## config.mk

```make
export PLATFORM = sky130hd
export DESIGN_NAME = keypad_scan_debounce_flat
export DESIGN_NICKNAME = d
export VERILOG_FILES = /design/src/rtl/keypad_scan_debounce_if.sv /design/src/rtl/keypad_scan_debounce.sv /design/src/flat_wrapper.sv
export SDC_FILE = /design/constraint.sdc
export NUM_CORES = 1
export LEC_CHECK = 0
export CAP_MARGIN = 20
export CORE_ASPECT_RATIO = 1.5
export CORE_MARGIN = 3
export CORE_UTILIZATION = 60
export CTS_BUF_LIST = sky130_fd_sc_hd__clkbuf_8
export DETAILED_ROUTE_END_ITERATION = 8
export PLACE_DENSITY = 0.8
export SETUP_SLACK_MARGIN = 0.02
export SLEW_MARGIN = 40
export SYNTH_ARGS = -nofsm -noshare
export SYNTH_HDL_FRONTEND = slang
export SYNTH_SLANG_ARGS = --single-unit
```

## constraint.sdc

```tcl
create_clock -name clk -period 2.98 [get_ports clk]
set_input_delay 0.894 -clock clk [delete_from_list [all_inputs] [get_ports clk]]
set_output_delay 0.894 -clock clk [all_outputs]
set_load 0.02 [all_outputs]
```

## src/rtl/keypad_scan_debounce_if.sv

```systemverilog
`default_nettype none
// ============================================================================
//  Module   : keypad_scan_debounce_if
//  Purpose  : Keypad matrix pins plus the debounced key-code output.
//  Revision : 1.0 - initial release
// ============================================================================
interface keypad_scan_debounce_if;
    logic [3:0] row;
    logic [3:0] column;
    logic [3:0] key_code;
    logic       key_valid;

    // master = the scanner (drives rows, reports keys); slave = keypad/consumer side
    modport master (
        output row,
        output key_code,
        output key_valid,
        input  column
    );

    modport slave (
        input  row,
        input  key_code,
        input  key_valid,
        output column
    );
endinterface
`default_nettype wire

```

## src/rtl/keypad_scan_debounce.sv

```systemverilog
`default_nettype none
// ============================================================================
//  Module   : keypad_scan_debounce
//  Purpose  : 4x4 keypad row scanner with press/release debounce; one
//             key_valid pulse per confirmed press.
//  Revision : 1.0 - initial release
// ============================================================================
module keypad_scan_debounce #(
    parameter int SCAN_DIV    = 27000,
    parameter int DEB_SAMPLES = 8
) (
    input  wire                     clk,
    input  wire                     rst,
    keypad_scan_debounce_if.master  kp
);

    localparam int c_DW = (SCAN_DIV > 1) ? $clog2(SCAN_DIV) : 1;
    localparam int c_CW = $clog2(DEB_SAMPLES + 1);
    localparam logic [c_DW-1:0] c_DWELL_LAST = c_DW'(SCAN_DIV - 1);
    localparam logic [c_CW-1:0] c_DEB_LAST   = c_CW'(DEB_SAMPLES - 1);

    localparam logic [1:0] c_ST_SCAN     = 2'd0;
    localparam logic [1:0] c_ST_DEBOUNCE = 2'd1;
    localparam logic [1:0] c_ST_PRESSED  = 2'd2;
    localparam logic [1:0] c_ST_RELEASE  = 2'd3;

    logic [c_DW-1:0] r_dwell;
    logic [3:0]      r_col_meta;
    logic [3:0]      r_col_s;
    logic [1:0]      r_state;
    logic [3:0]      r_row;
    logic [3:0]      r_lat_col;
    logic [1:0]      r_lat_r;
    logic [1:0]      r_lat_c;
    logic [c_CW-1:0] r_deb_cnt;
    logic [3:0]      r_key_code;
    logic            r_key_valid;

    logic            w_sample;
    logic            w_hit;
    logic [1:0]      w_col_idx;
    logic [1:0]      w_row_idx;
    logic [3:0]      w_map_code;

    assign w_sample = (r_dwell == c_DWELL_LAST);
    assign w_hit    = (r_col_s != 4'hF);

    // Lowest-numbered low column wins when several are pressed
    always_comb begin
        w_col_idx = 2'd3;
        if (!r_col_s[0])      w_col_idx = 2'd0;
        else if (!r_col_s[1]) w_col_idx = 2'd1;
        else if (!r_col_s[2]) w_col_idx = 2'd2;
    end

    always_comb begin
        case (r_row)
            4'b1110: w_row_idx = 2'd0;
            4'b1101: w_row_idx = 2'd1;
            4'b1011: w_row_idx = 2'd2;
            default: w_row_idx = 2'd3;
        endcase
    end

    always_comb begin
        case ({r_lat_r, r_lat_c})
            4'd0:    w_map_code = 4'h1;
            4'd1:    w_map_code = 4'h2;
            4'd2:    w_map_code = 4'h3;
            4'd3:    w_map_code = 4'hA;
            4'd4:    w_map_code = 4'h4;
            4'd5:    w_map_code = 4'h5;
            4'd6:    w_map_code = 4'h6;
            4'd7:    w_map_code = 4'hB;
            4'd8:    w_map_code = 4'h7;
            4'd9:    w_map_code = 4'h8;
            4'd10:   w_map_code = 4'h9;
            4'd11:   w_map_code = 4'hC;
            4'd12:   w_map_code = 4'hE;
            4'd13:   w_map_code = 4'h0;
            4'd14:   w_map_code = 4'hF;
            default: w_map_code = 4'hD;
        endcase
    end

    always_ff @(posedge clk) begin
        if (!rst) begin
            r_dwell     <= '0;
            r_col_meta  <= 4'hF;
            r_col_s     <= 4'hF;
            r_state     <= c_ST_SCAN;
            r_row       <= 4'b1110;
            r_lat_col   <= 4'hF;
            r_lat_r     <= 2'd0;
            r_lat_c     <= 2'd0;
            r_deb_cnt   <= '0;
            r_key_code  <= 4'h0;
            r_key_valid <= 1'b0;
        end else begin
            r_col_meta  <= kp.column;
            r_col_s     <= r_col_meta;
            r_dwell     <= w_sample ? '0 : r_dwell + c_DW'(1);
            r_key_valid <= 1'b0;

            case (r_state)
                c_ST_SCAN: begin
                    if (w_sample) begin
                        if (w_hit) begin
                            r_lat_col <= r_col_s;
                            r_lat_r   <= w_row_idx;
                            r_lat_c   <= w_col_idx;
                            r_deb_cnt <= '0;
                            r_state   <= c_ST_DEBOUNCE;
                        end else begin
                            r_row <= {r_row[2:0], r_row[3]};
                        end
                    end
                end
                c_ST_DEBOUNCE: begin
                    if (w_sample) begin
                        if (r_col_s == r_lat_col) begin
                            // Code and pulse land together so the consumer sees the new code
                            if (r_deb_cnt == c_DEB_LAST) begin
                                r_state     <= c_ST_PRESSED;
                                r_key_valid <= 1'b1;
                                r_key_code  <= w_map_code;
                            end else begin
                                r_deb_cnt <= r_deb_cnt + c_CW'(1);
                            end
                        end else begin
                            r_state <= c_ST_SCAN;
                            r_row   <= {r_row[2:0], r_row[3]};
                        end
                    end
                end
                c_ST_PRESSED: begin
                    r_state   <= c_ST_RELEASE;
                    r_deb_cnt <= '0;
                end
                default: begin
                    if (w_sample) begin
                        if (!w_hit) begin
                            if (r_deb_cnt == c_DEB_LAST) begin
                                r_state   <= c_ST_SCAN;
                                r_row     <= {r_row[2:0], r_row[3]};
                                r_deb_cnt <= '0;
                            end else begin
                                r_deb_cnt <= r_deb_cnt + c_CW'(1);
                            end
                        end else begin
                            r_deb_cnt <= '0;
                        end
                    end
                end
            endcase
        end
    end

    assign kp.row       = r_row;
    assign kp.key_code  = r_key_code;
    assign kp.key_valid = r_key_valid;

endmodule
`default_nettype wire

```

## src/flat_wrapper.sv

```systemverilog
// flat-port wrapper written by rule: the top's interface ports become plain ports
module keypad_scan_debounce_flat 
#(
    parameter int SCAN_DIV    = 27000,
    parameter int DEB_SAMPLES = 8
)
  (clk, rst, kp_row, kp_key_code, kp_key_valid, kp_column);
  keypad_scan_debounce_if kp_i ();
  input  wire clk;
  input  wire rst;
  output wire logic [$bits(kp_i.row)-1:0] kp_row;
  output wire logic [$bits(kp_i.key_code)-1:0] kp_key_code;
  output wire logic [$bits(kp_i.key_valid)-1:0] kp_key_valid;
  input wire logic [$bits(kp_i.column)-1:0] kp_column;
  assign kp_row = kp_i.row;
  assign kp_key_code = kp_i.key_code;
  assign kp_key_valid = kp_i.key_valid;
  assign kp_i.column = kp_column;
  keypad_scan_debounce #(.SCAN_DIV(SCAN_DIV), .DEB_SAMPLES(DEB_SAMPLES)) u_core (.clk(clk), .rst(rst), .kp(kp_i));
endmodule
```

Yosys cells after proc, flatten, opt, wreduce, memory -nomap -nowiden
Memory sizes are Yosys's and may differ from the RTL's. A register that Yosys moved wholly into a read port is not among the register bits.
Index checks and enable logic that the tools add are counted.
{ "classes": {"n_addsub": 2, "mul": 0, "div": 0, "magnitude_cmp": 0, "eq_ne": 19, "n_shift": 0, "n_mux": 31, "bitwise": 2, "reduce_logical": 12} }
{ "ops": {"columns": ["op", "n"], "rows": [
  ["4-bit two-way mux", 15],
  ["4-bit case mux with 3 select lines", 2],
  ["2-bit two-way mux", 10],
  ["15-bit by 1-bit adder with 15-bit output, second input constant", 1],
  ["15-bit equality test, second input constant", 1],
  ["4-bit equality test, second input constant", 3],
  ["2-bit case mux with 3 select lines", 2],
  ["6-bit AND reduction", 2],
  ["2-bit by 1-bit inequality test with 1-bit output, second input constant", 4],
  ["2-bit inequality test, second input constant", 4],
  ["4-bit inequality test, second input constant", 2],
  ["4-bit AND reduction", 2],
  ["7-bit AND reduction", 1],
  ["4-bit by 1-bit adder with 4-bit output, second input constant", 1],
  ["4-bit by 3-bit equality test with 1-bit output, second input constant", 1],
  ["4-bit equality test", 1],
  ["4-bit nonzero test", 1],
  ["3-bit inequality test, second input constant", 1],
  ["3-bit AND reduction", 1],
  ["3-bit nonzero test", 1],
  ["2-bit by 1-bit equality test with 1-bit output, second input constant", 1],
  ["2-bit equality test, second input constant", 1],
  ["2-bit zero test", 1],
  ["1-bit two-way mux", 2],
  ["4 further kinds", 5]
]} }
{ "word_totals": {"reg_bits": 42, "latchBits": 0, "ramBits": 0, "romBits": 64, "in_bits": 6, "out_inout_bits": 9, "elab_cells": 77, "mem_count": 1} }
{ "memory_table": {"columns": ["memory", "words", "word_bits", "rd", "rd_ports_with_merged_regs", "write_ports", "line_no", "rtl"], "rows": [
  ["(no name shown)", 16, 4, 1, 1, 0, "keypad_scan_debounce.sv:66", "case ({r_lat_r, r_lat_c})"]
]} }

Logic depth before layout (Yosys ltp)
Gate-level depths: netlist (run 1).
{ "logic_depth": {"word_depth": 5, "depth_mapped": 7, "depth_no_buf": 6} }

Least setup slack after synthesis (run 1)
No wires, ideal clock.
{ "synth_path": {"path_kind": "register -> register", "startpoint": "register u_core.r_dwell[0]", "endpoint": "register u_core.r_lat_col[0]", "setup_time_ns": 0.129, "t_arrival_ns": 1.936, "required_time_ns": 2.851, "setup_slack_ns": 0.915, "path_stages_with_launch": 8, "path_buffers": 1, "period_less_slack_ns": 2.065, "cell_sequence": "dfxtp_1 ha_1 or4b_1 nor4_1 and3_1 buf_4 mux2i_1 nand2_1"} }
{ "synth_between": {"elab_chain_cells": 2} }
{ "synth_rtl": {"columns": ["item", "line_no", "rtl"], "rows": [
  ["start, declared", "keypad_scan_debounce.sv:27", "logic [c_DW-1:0] r_dwell;"],
  ["start signal, assigned", "keypad_scan_debounce.sv:102", "r_dwell <= w_sample ? '0 : r_dwell + c_DW'(1);"],
  ["15-bit equality test", "keypad_scan_debounce.sv:45", "assign w_sample = (r_dwell == c_DWELL_LAST);"],
  ["3-bit AND reduction (no source line)", null, null],
  ["end signal, assigned", "keypad_scan_debounce.sv:109", "r_lat_col <= r_col_s;"],
  ["end, declared", "keypad_scan_debounce.sv:32", "logic [3:0] r_lat_col;"]
]} }
No other way between the ends.
A chain may end at the register's enable or synchronous reset.

Worst setup path after layout (run 1)
{ "layout_path": {"startpoint": "register u_core.r_dwell[0]", "endpoint": "register u_core.r_lat_c[0]"} }
{ "layout_between": {"elab_chain_cells": 2} }
{ "layout_rtl": {"columns": ["item", "line_no", "rtl"], "rows": [
  ["15-bit equality test", "keypad_scan_debounce.sv:45", null],
  ["3-bit AND reduction (no source line)", null, null],
  ["end signal, assigned", "keypad_scan_debounce.sv:111", "r_lat_c <= w_col_idx;"],
  ["end, declared", "keypad_scan_debounce.sv:34", "logic [1:0] r_lat_c;"]
]} }
No other way between the ends.

==> impl_metrics.json, run 1 <==
{
  "setup_tns_ps": 0,
  "rows": 26,
  "finalHoldViolCount": 0,
  "synth_cells": 230,
  "maxCapViolCount": 0,
  "synth_top_area_share_pct": 42.99,
  "switching_share_pct": 20.49,
  "ir_drop_mv": 0.3678,
  "wl_per_cell_um": 13.94,
  "syn-cell-area_um2": 2142,
  "grt_pass1_vias": 1575,
  "syn_nets": 243,
  "most-common-layout-cells": "dfxtp_1 (46), nor2_1 (22), nand2_1 (18)",
  "fin_nets": 257,
  "critPathCaptureType": "register",
  "cp_num_buf_inv": 0,
  "yosysTopAreaCell": "dfxtp_1",
  "fin_worst_skew_ps": 5.297,
  "area_growth_pct": 12.85,
  "clock_path_buffers": 2,
  "grt_use_met2_pct": 36.49,
  "min_path_type": "register to register",
  "finalWorstSetupSlack_ps": 489.7,
  "drtAntennaViolNets": 0,
  "core_um2": 3416,
  "slowest_stage": "and3_1",
  "pre_cts_slack_ps": 507.3,
  "postCtsSetupBuffers": 0,
  "ys_seq_area_share_pct": 42.99,
  "synth_edf_count": 0,
  "initial_core_util_pct": 62.71,
  "grt_start_max_net_pins": 26,
  "fp.dieH_um": 79.18,
  "drtIter0Drc": 18,
  "grt-ovfl-total": 0,
  "finalCritPeriodShare_pct": 83.57,
  "drive_gt1_share_pct": 7.755,
  "fill_cells": 279,
  "busiest_layer": "met2",
  "drt_pre_antenna_iters": 5,
  "gr-usage-met3_pct": 5.441,
  "synth_ff_type": "dfxtp_1",
  "diodes": 0,
  "arrival_ps": 2720,
  "critical_path.startpoint_type": "register",
  "htreeDepth": 2,
  "synth_top_family_by_area": "simple AND/OR/NAND/NOR gates",
  "tightest_slew_ps": 661.2,
  "yosys.area_share.adder_pct": 4.089,
  "numPortBuffers": 14,
  "max_freq_ghz": 0.4016,
  "finalSetupViolCount": 0,
  "synth-simple-area-share_pct": 26.11,
  "ys_ff_latch": 46,
  "required_ps": 3210,
  "synth.mux.area_fraction_pct": 7.652,
  "wl_mm": 4.002,
  "path_class": "register to register",
  "grt_pass1_wl_mm": 6.775,
  "synth.distinct_cells": 47,
  "combPwrFrac_pct": 3.7,
  "synth_compound_area_share_pct": 9.171,
  "powerDensity_nw_per_um2": 455.2,
  "cts-root-buf": "clkbuf_8",
  "total_power_uw": 1100,
  "critPathMaxStageDelay_ps": 510,
  "clk_latency_ps": 300,
  "yosys_warnings": 0,
  "drv_slew": 0,
  "final_util_pct": 70.77,
  "cts_tree": "built",
  "p_sw_uw": 225.4,
  "crit_chain": "ha_1, or4b_1, nor4_1, and3_1, mux2_2, nor2_1",
  "layout_min_cycle_time_ps": 2490,
  "die_area_um2": 4338,
  "viasPerCell": 5.756,
  "syn_avg_cell_area_um2": 9.313,
  "cp_top_family": "simple AND/OR/NAND/NOR gates",
  "clkSinkCount": 46,
  "hpwl_mm": 2.906,
  "rsz0062_at_grt": "false",
  "cts.clk_slew.worst_paths_ps": 80,
  "max-slew-margin-rel_pct": 55.92,
  "gp_congestion": 0.8512,
  "synth_xor_area_share_pct": 6.951,
  "vias": 1652,
  "antenna_found_initial": 0,
  "hold_buffers": 0,
  "p_leak_uw": 0.0009643,
  "drcViolationCount": 0,
  "cts_made_buffers": 5,
  "synth-async-reset-ratio_pct": 0,
  "status": "complete, no violations",
  "mostFrequentLayoutCell": "dfxtp_1",
  "grt.met1_usage_pct": 23.00,
  "crit_fanout": 11,
  "yosys-top-cells-area": "dfxtp_1 (43%), mux2i_1 (6.1%), xor2_1 (4.5%)",
  "io_pins": 15,
  "p_int_uw": 874.8,
  "clkPwrFrac_pct": 39.0,
  "die_w_um": 54.79,
  "power_frac_seq_pct": 57.3,
  "track_usage_pct": 21.39,
  "cts_resized": 0
}
registers in the layout, summed over array words and instances (netlist names):
register and flops:
u_core.r_col_s 4, u_core.r_deb_cnt 4, u_core.r_dwell 15, u_core.r_lat_c 2
u_core.kp.key_code 4, u_core.kp.row 4, u_core.r_col_meta 4, u_core.r_lat_r 2
u_core.r_state 2, u_core.kp.key_valid 1, u_core.r_lat_col 4
cells in the mapped netlist, types with 2 or more instances:
master and n:
a211oi_1 2, a21oi_1 8, and3_1 5, and4_1 2, clkbuf_1 6, dfxtp_1 46
ha_1 7, inv_1 7, mux2_2 3, mux2i_1 13, nand2_1 18, nand2b_1 11
nand3_1 8, nand3b_1 2, nand4_1 6, nand4b_1 3, nor2_1 22, nor3_1 3
nor3b_1 2, nor4_1 3, o211a_1 3, o21ai_0 8, o311ai_0 2, or3_1 2
xnor2_1 6, xor2_1 11
through the flow:
step                      area (um^2)  instances  hold WS [ps]
after CTS                        2417        287         410.1
after detailed placement         2307        279         391.6
after floorplan                  2142        230         386.3
final                            2417        287         408.8
after global routing             2417        287         425.2
after global placement           2307        279         393.0
cells by family (layout without fill, tap and decap cells):
family	count (synthesis)	after routing
multiplexers	16	16
AO/OA/AOI/OAI	30	30
buffers and inverters	16	31
AND/OR/NAND/NOR	98	98
XOR/XNOR	17	17
adder cells (fa/ha/maj)	7	7
flip-flops	46	46
worst paths after layout:
| kind | depth (start not counted) | slack (ps) | to | startpoint |
|---|---|---|---|---|
| min reg2reg | 1 | 410 | u_core.r_col_s[1] | u_core.r_col_meta[1] |
| max | 6 | 490 | u_core.r_lat_c[0] | u_core.r_dwell[0] |
| max reg2reg | 6 | 490 | u_core.r_lat_c[0] | u_core.r_dwell[0] |
| min | 1 | 410 | u_core.r_col_s[1] | u_core.r_col_meta[1] |
area by class of cell:
cell class | instances | area (um^2) | share of cell area, %
Inverter | 8 | 30.03 | 1.242
Multi-Input combinational cell | 168 | 1156 | 47.83
Tap cell | 42 | 52.55 | 2.174
Clock buffer | 8 | 110.1 | 4.555
Sequential cell | 46 | 920.9 | 38.10
Timing Repair Buffer | 15 | 147.6 | 6.108
power groups by stage:
stage	Sequential, uW	Clock [uW]	Combinational (uW)
2_1_floorplan	643	0	27.8
3_3_place_gp	644	0	39.8
3_5_place_dp	645	0	40.8
4_1_cts	630	439	41.1
5_1_grt	632	464	46.6
6_report	630	429	40.8
routing by layer:
metal  share of wire, %  vias up  routed length [um]
li1                   -      834                   -
met5                  0        -                   0
met3                3.0        9                 119
met1                 41      777                1648
met4                2.6        0                 106
met2                 53       32                2128
(Power assumes the default switching activity.)
==> run 2: changes to the inputs <==
==> constraint.sdc (replaced) <==
create_clock -name clk -period 2.4 [get_ports clk]
set_input_delay 0.72 -clock clk [delete_from_list [all_inputs] [get_ports clk]]
set_output_delay 0.72 -clock clk [all_outputs]
set_load 0.02 [all_outputs]
==> run 2 against run 1 <==
Fmax rose by 13%. Sequential power grew 24%. Sequential share of layout area is 0.72 points lower. Non-clock buffer count rose by 5. Clock-buffer cell count shrank 2.
==> impl_metrics.json, run 2 (synthesis gave the netlist of run 1 again) <==
{
  "rows": 26,
  "busiest_layer": "met2",
  "cts-root-buf": "clkbuf_8",
  "critPathCaptureType": "register",
  "drtAntennaViolNets": 0,
  "grt_pass1_vias": 1617,
  "finalSetupViolCount": 0,
  "cts.clk_slew.worst_paths_ps": 80,
  "drive_gt1_share_pct": 9.639,
  "clock_path_buffers": 2,
  "final_util_pct": 72.12,
  "critical_path.startpoint_type": "register",
  "wl_mm": 3.918,
  "crit_fanout": 5,
  "gp_congestion": 0.8574,
  "gr-usage-met3_pct": 6.004,
  "antenna_found_initial": 0,
  "largest_register_ffs": 15,
  "drt_pre_antenna_iters": 4,
  "area_growth_pct": 15.01,
  "drv_slew": 0,
  "maxCapViolCount": 0,
  "most-common-layout-cells": "dfxtp_1 (46), nor2_1 (22), nand2_1 (18)",
  "min_path_type": "register to register",
  "min-delay-start": "u_core.r_col_meta[2]",
  "setup_tns_ps": 0,
  "cts_made_buffers": 5,
  "viasPerCell": 5.656,
  "clkSinkCount": 46,
  "fin_worst_skew_ps": 6.395,
  "worst_hold_path.endpoint": "u_core.r_col_s[2]",
  "required_ps": 2580,
  "grt_pass1_wl_mm": 6.906,
  "hold_buffers": 0,
  "rr_worst_depth": 7,
  "fp.dieH_um": 79.18,
  "grt.met1_usage_pct": 24.50,
  "p_leak_uw": 0.0009907,
  "total_power_uw": 1406,
  "numPortBuffers": 14,
  "max-slew-margin-rel_pct": 57.24,
  "ir_drop_mv": 0.4523,
  "io_pins": 15,
  "die_area_um2": 4338,
  "vias": 1646,
  "post-place-cells": 284,
  "finalCritPeriodShare_pct": 91.69,
  "slowest_stage": "or4b_1",
  "layout_min_cycle_time_ps": 2201,
  "hpwl_mm": 2.854,
  "max_freq_ghz": 0.4544,
  "status": "complete, no violations",
  "grt_start_max_net_pins": 26,
  "fin_nets": 262,
  "critPathMaxStageDelay_ps": 470,
  "cp_top_family": "simple AND/OR/NAND/NOR gates",
  "arrival_ps": 2380,
  "initial_core_util_pct": 62.71,
  "grt_use_met2_pct": 35.78,
  "cts_tree": "built",
  "die_w_um": 54.79,
  "drcViolationCount": 0,
  "worstReg2RegStart": "u_core.r_dwell[0]",
  "track_usage_pct": 21.35,
  "r2r_end": "u_core.r_lat_col[1]",
  "top_register": "u_core.r_dwell",
  "worstHoldPathCells": 1,
  "htreeDepth": 2,
  "tightest_slew_ps": 641.5,
  "rsz0062_at_grt": "false",
  "powerDensity_nw_per_um2": 570.5,
  "path_class": "register to register",
  "finalHoldViolCount": 0,
  "final_cells": 291,
  "wl_per_cell_um": 13.46,
  "r2r_setup_slack_ps": 200,
  "grt-ovfl-total": 0,
  "crit_chain": "ha_1, or4b_1, nor4_2, and3_1, buf_4, mux2i_1, nand2_1",
  "clk_latency_ps": 290,
  "mostFrequentLayoutCell": "dfxtp_1",
  "cp_num_buf_inv": 1,
  "diodes": 0,
  "drtIter0Drc": 56,
  "core_um2": 3416
}
-- run 2: cell types whose count changed in the layout (fill, tap and decap cells not counted) --
cell,before,now
buf_4,1,6
clkbuf_8,8,6
bufinv_16,0,1
nor4_1,3,2
nor4_2,0,1
-- run 2: routing by layer --
| layer | share of wire [%] | vias up |
|---|---|---|
| li1 | - | 844 |
| met1 | 44 | 757 |
| met5 | 0 | - |
| met3 | 3.0 | 11 |
| met2 | 50 | 34 |
| met4 | 2.7 | 0 |
-- run 2: per-stage QoR --
stage,worst slack (ps),hold WS [ps],instance area (um^2)
final,199.5,407.7,2464
after global routing,51.07,425.6,2464
after CTS,92.66,409.4,2457
after detailed placement,126.8,390.9,2345
after global placement,163.4,389.4,2345
after floorplan,334.9,386.3,2142
-- run 2: worst max path at each step --
stage	slack (ps)	startpoint	endpoint	depth (start not counted)
after floorplan	330	u_core.r_dwell[0]	u_core.r_lat_col[1]	7
after detailed placement	130	u_core.r_dwell[0]	u_core.kp.key_code[2]	6
final	200	u_core.r_dwell[0]	u_core.r_lat_col[1]	7
after global routing	50	u_core.r_dwell[0]	u_core.r_lat_col[0]	7
after global placement	160	u_core.r_dwell[0]	u_core.r_lat_col[0]	7
after CTS	90	u_core.r_dwell[0]	u_core.kp.key_code[2]	6
-- run 2: cell type report --
class	instances	area, um^2
well taps	42	52.55
fillers	265	952.2
clock buffers	6	82.58
clock inverters	1	30.03
flip-flops and latches	46	920.9
inverters	8	30.03
repair buffers	20	185.2
multi-input cells	168	1162
-- run 2: power breakdown --
| group | switching, uW | internal (uW) | leakage [uW] |
|---|---|---|---|
| Sequential | 9.02 | 773 | 0.000373 |
| Combinational | 27.6 | 23.7 | 0.000560 |
| Clock | 239 | 333 | 0.0000573 |
| Total | 276 | 1130 | 0.000991 |
-- run 2: repair_timing --
action,CTS,global route
gates resized for setup,0,1
buffers inserted,0,0
setup endpoints to repair,0,8
==> run 3: changes to the inputs <==
--- a/config.mk
+++ b/config.mk
@@ -6,12 +6,12 @@
 export NUM_CORES = 1
 export LEC_CHECK = 0
 export CAP_MARGIN = 20
-export CORE_ASPECT_RATIO = 1.5
+export CORE_ASPECT_RATIO = 0.5
 export CORE_MARGIN = 3
 export CORE_UTILIZATION = 60
 export CTS_BUF_LIST = sky130_fd_sc_hd__clkbuf_8
 export DETAILED_ROUTE_END_ITERATION = 8
-export PLACE_DENSITY = 0.8
+export PLACE_DENSITY = 0.81
 export SETUP_SLACK_MARGIN = 0.02
 export SLEW_MARGIN = 40
 export SYNTH_ARGS = -nofsm -noshare
==> run 3 against run 2 <==
Critical path depth grew 1. Critical path type unchanged. Global-route usage shrank 1.6 points. Routed wire length grew 3.6%. Combinational power grew 2%.
==> impl_metrics.json, run 3 (synthesis gave the netlist of run 1 again) <==
{
  "hpwl_mm": 2.876,
  "maxCapViolCount": 0,
  "finalHoldViolCount": 0,
  "cp_common_cell": "buf_4",
  "critical_path.startpoint_type": "register",
  "finalSetupViolCount": 0,
  "wl_mm": 4.059,
  "cts-root-buf": "clkbuf_8",
  "slowest_stage": "or4b_1",
  "critPathCaptureType": "register",
  "powerDensity_nw_per_um2": 564.7,
  "cp_num_buf_inv": 2,
  "vias": 1649,
  "core_um2": 3206,
  "layout_min_cycle_time_ps": 2211,
  "final_cells": 299,
  "drive_gt1_share_pct": 9.960,
  "cts_resized": 0,
  "drcViolationCount": 0,
  "design_area_um2": 2469,
  "mostFrequentLayoutCell": "dfxtp_1",
  "track_usage_pct": 19.78,
  "clk_latency_ps": 300,
  "arrival_ps": 2410,
  "required_ps": 2600,
  "post-place-cells": 291,
  "drtAntennaViolNets": 0,
  "grt_pass1_wl_mm": 6.748,
  "ir_drop_mv": 0.3622,
  "drt_pre_antenna_iters": 4,
  "postCtsSetupBuffers": 0,
  "place_area_um2": 2360,
  "cp_top_family": "simple AND/OR/NAND/NOR gates",
  "rsz0062_at_grt": "false",
  "crit_fanout": 4,
  "p_leak_uw": 0.0009967,
  "max-slew-margin-rel_pct": 57.18,
  "most-common-layout-cells": "dfxtp_1 (46), nor2_1 (22), nand2_1 (18)",
  "die_w_um": 90.50,
  "initial_core_util_pct": 66.82,
  "top_register": "u_core.r_dwell",
  "tightest_slew_ps": 642.3,
  "status": "complete, no violations",
  "fp.dieH_um": 48.25,
  "crit_chain": "ha_1, or4b_1, nor4_1, buf_4, and3_1, buf_4, mux2i_1, nand2_1",
  "pre_cts_slack_ps": 238.6,
  "setup_tns_ps": 0,
  "viasPerCell": 5.515,
  "largest_register_ffs": 15,
  "fin_nets": 263,
  "hold_buffers": 0,
  "gp_congestion": 0.8075,
  "grt-ovfl-total": 0,
  "fin_worst_skew_ps": 14.34,
  "cts_tree": "built",
  "drtIter0Drc": 93,
  "antenna_found_initial": 0,
  "max_freq_ghz": 0.4524,
  "drv_slew": 0,
  "cts_made_buffers": 5,
  "wl_per_cell_um": 13.58,
  "clock_path_buffers": 2,
  "cts.clk_slew.worst_paths_ps": 90,
  "area_growth_pct": 15.25,
  "numPortBuffers": 14,
  "diodes": 0,
  "path_class": "register to register",
  "grt_start_max_net_pins": 26,
  "htreeDepth": 2,
  "grt_pass1_vias": 1484,
  "clkSinkCount": 46,
  "die_area_um2": 4367,
  "finalCritPeriodShare_pct": 92.11,
  "finalWorstSetupSlack_ps": 189.4,
  "min_path_type": "register to register",
  "rows": 14,
  "critPathMaxStageDelay_ps": 430,
  "io_pins": 15
}
## run 3: cell count changes in the layout (fill, tap and decap cells not counted)
cell	before	now
clkbuf_8	6	5
nor4_1	2	3
clkinv_2	0	2
nor4_2	1	0
buf_4	6	7
## run 3: metal layers
layer	routed length, um	vias to the layer above	part of all wire, %	GRT usage (%)
met5	0	-	0	0
met4	42	0	1.0	6.383
met3	134	8	3.3	5.547
met2	1894	28	47	35.98
met1	1988	760	49	24.00
li1	-	853	-	-
## run 3: power breakdown
| group | internal [uW] | switching (uW) |
|---|---|---|
| combinational | 24.5 | 27.9 |
| clock | 306 | 252 |
| sequential | 773 | 9.98 |
## run 3: cell type report
| type | count | area [um^2] |
|---|---|---|
| multi-input combinational | 168 | 1156 |
| sequential | 46 | 920.9 |
| fill | 256 | 737.0 |
| timing repair buffer | 21 | 192.7 |
| clock buffer | 5 | 68.82 |
| tap | 48 | 60.06 |
| clock inverter | 3 | 40.04 |
| inverter | 8 | 30.03 |
## run 3: per-stage QoR
step	hold slack, ps	util (%)	total power, uW
after floorplan	386.3	-	832.4
after global placement	390.8	73.61	850.5
after detailed placement	398.1	73.61	852.2
after CTS	418.2	77.01	1403
after global routing	431.1	77.01	1455
final	411.8	77.01	1394
## run 3: worst paths after layout
check	from	cells past startpoint	to	slack [ps]
hold reg to reg	u_core.r_col_meta[0]	1	u_core.r_col_s[0]	410
hold / removal	u_core.r_col_meta[0]	1	u_core.r_col_s[0]	410
setup reg to reg	u_core.r_dwell[0]	8	u_core.r_lat_col[2]	190
setup / recovery	u_core.r_dwell[0]	8	u_core.r_lat_col[2]	190
## run 3: worst reg2reg max path: cells and delay by family (launching register included)
kind	cells	cell delay (ps)
and+or+nand+nor	4	980
DFF	1	380
buffers and inverters	2	350
muxes	1	210
adders and majority gates	1	190
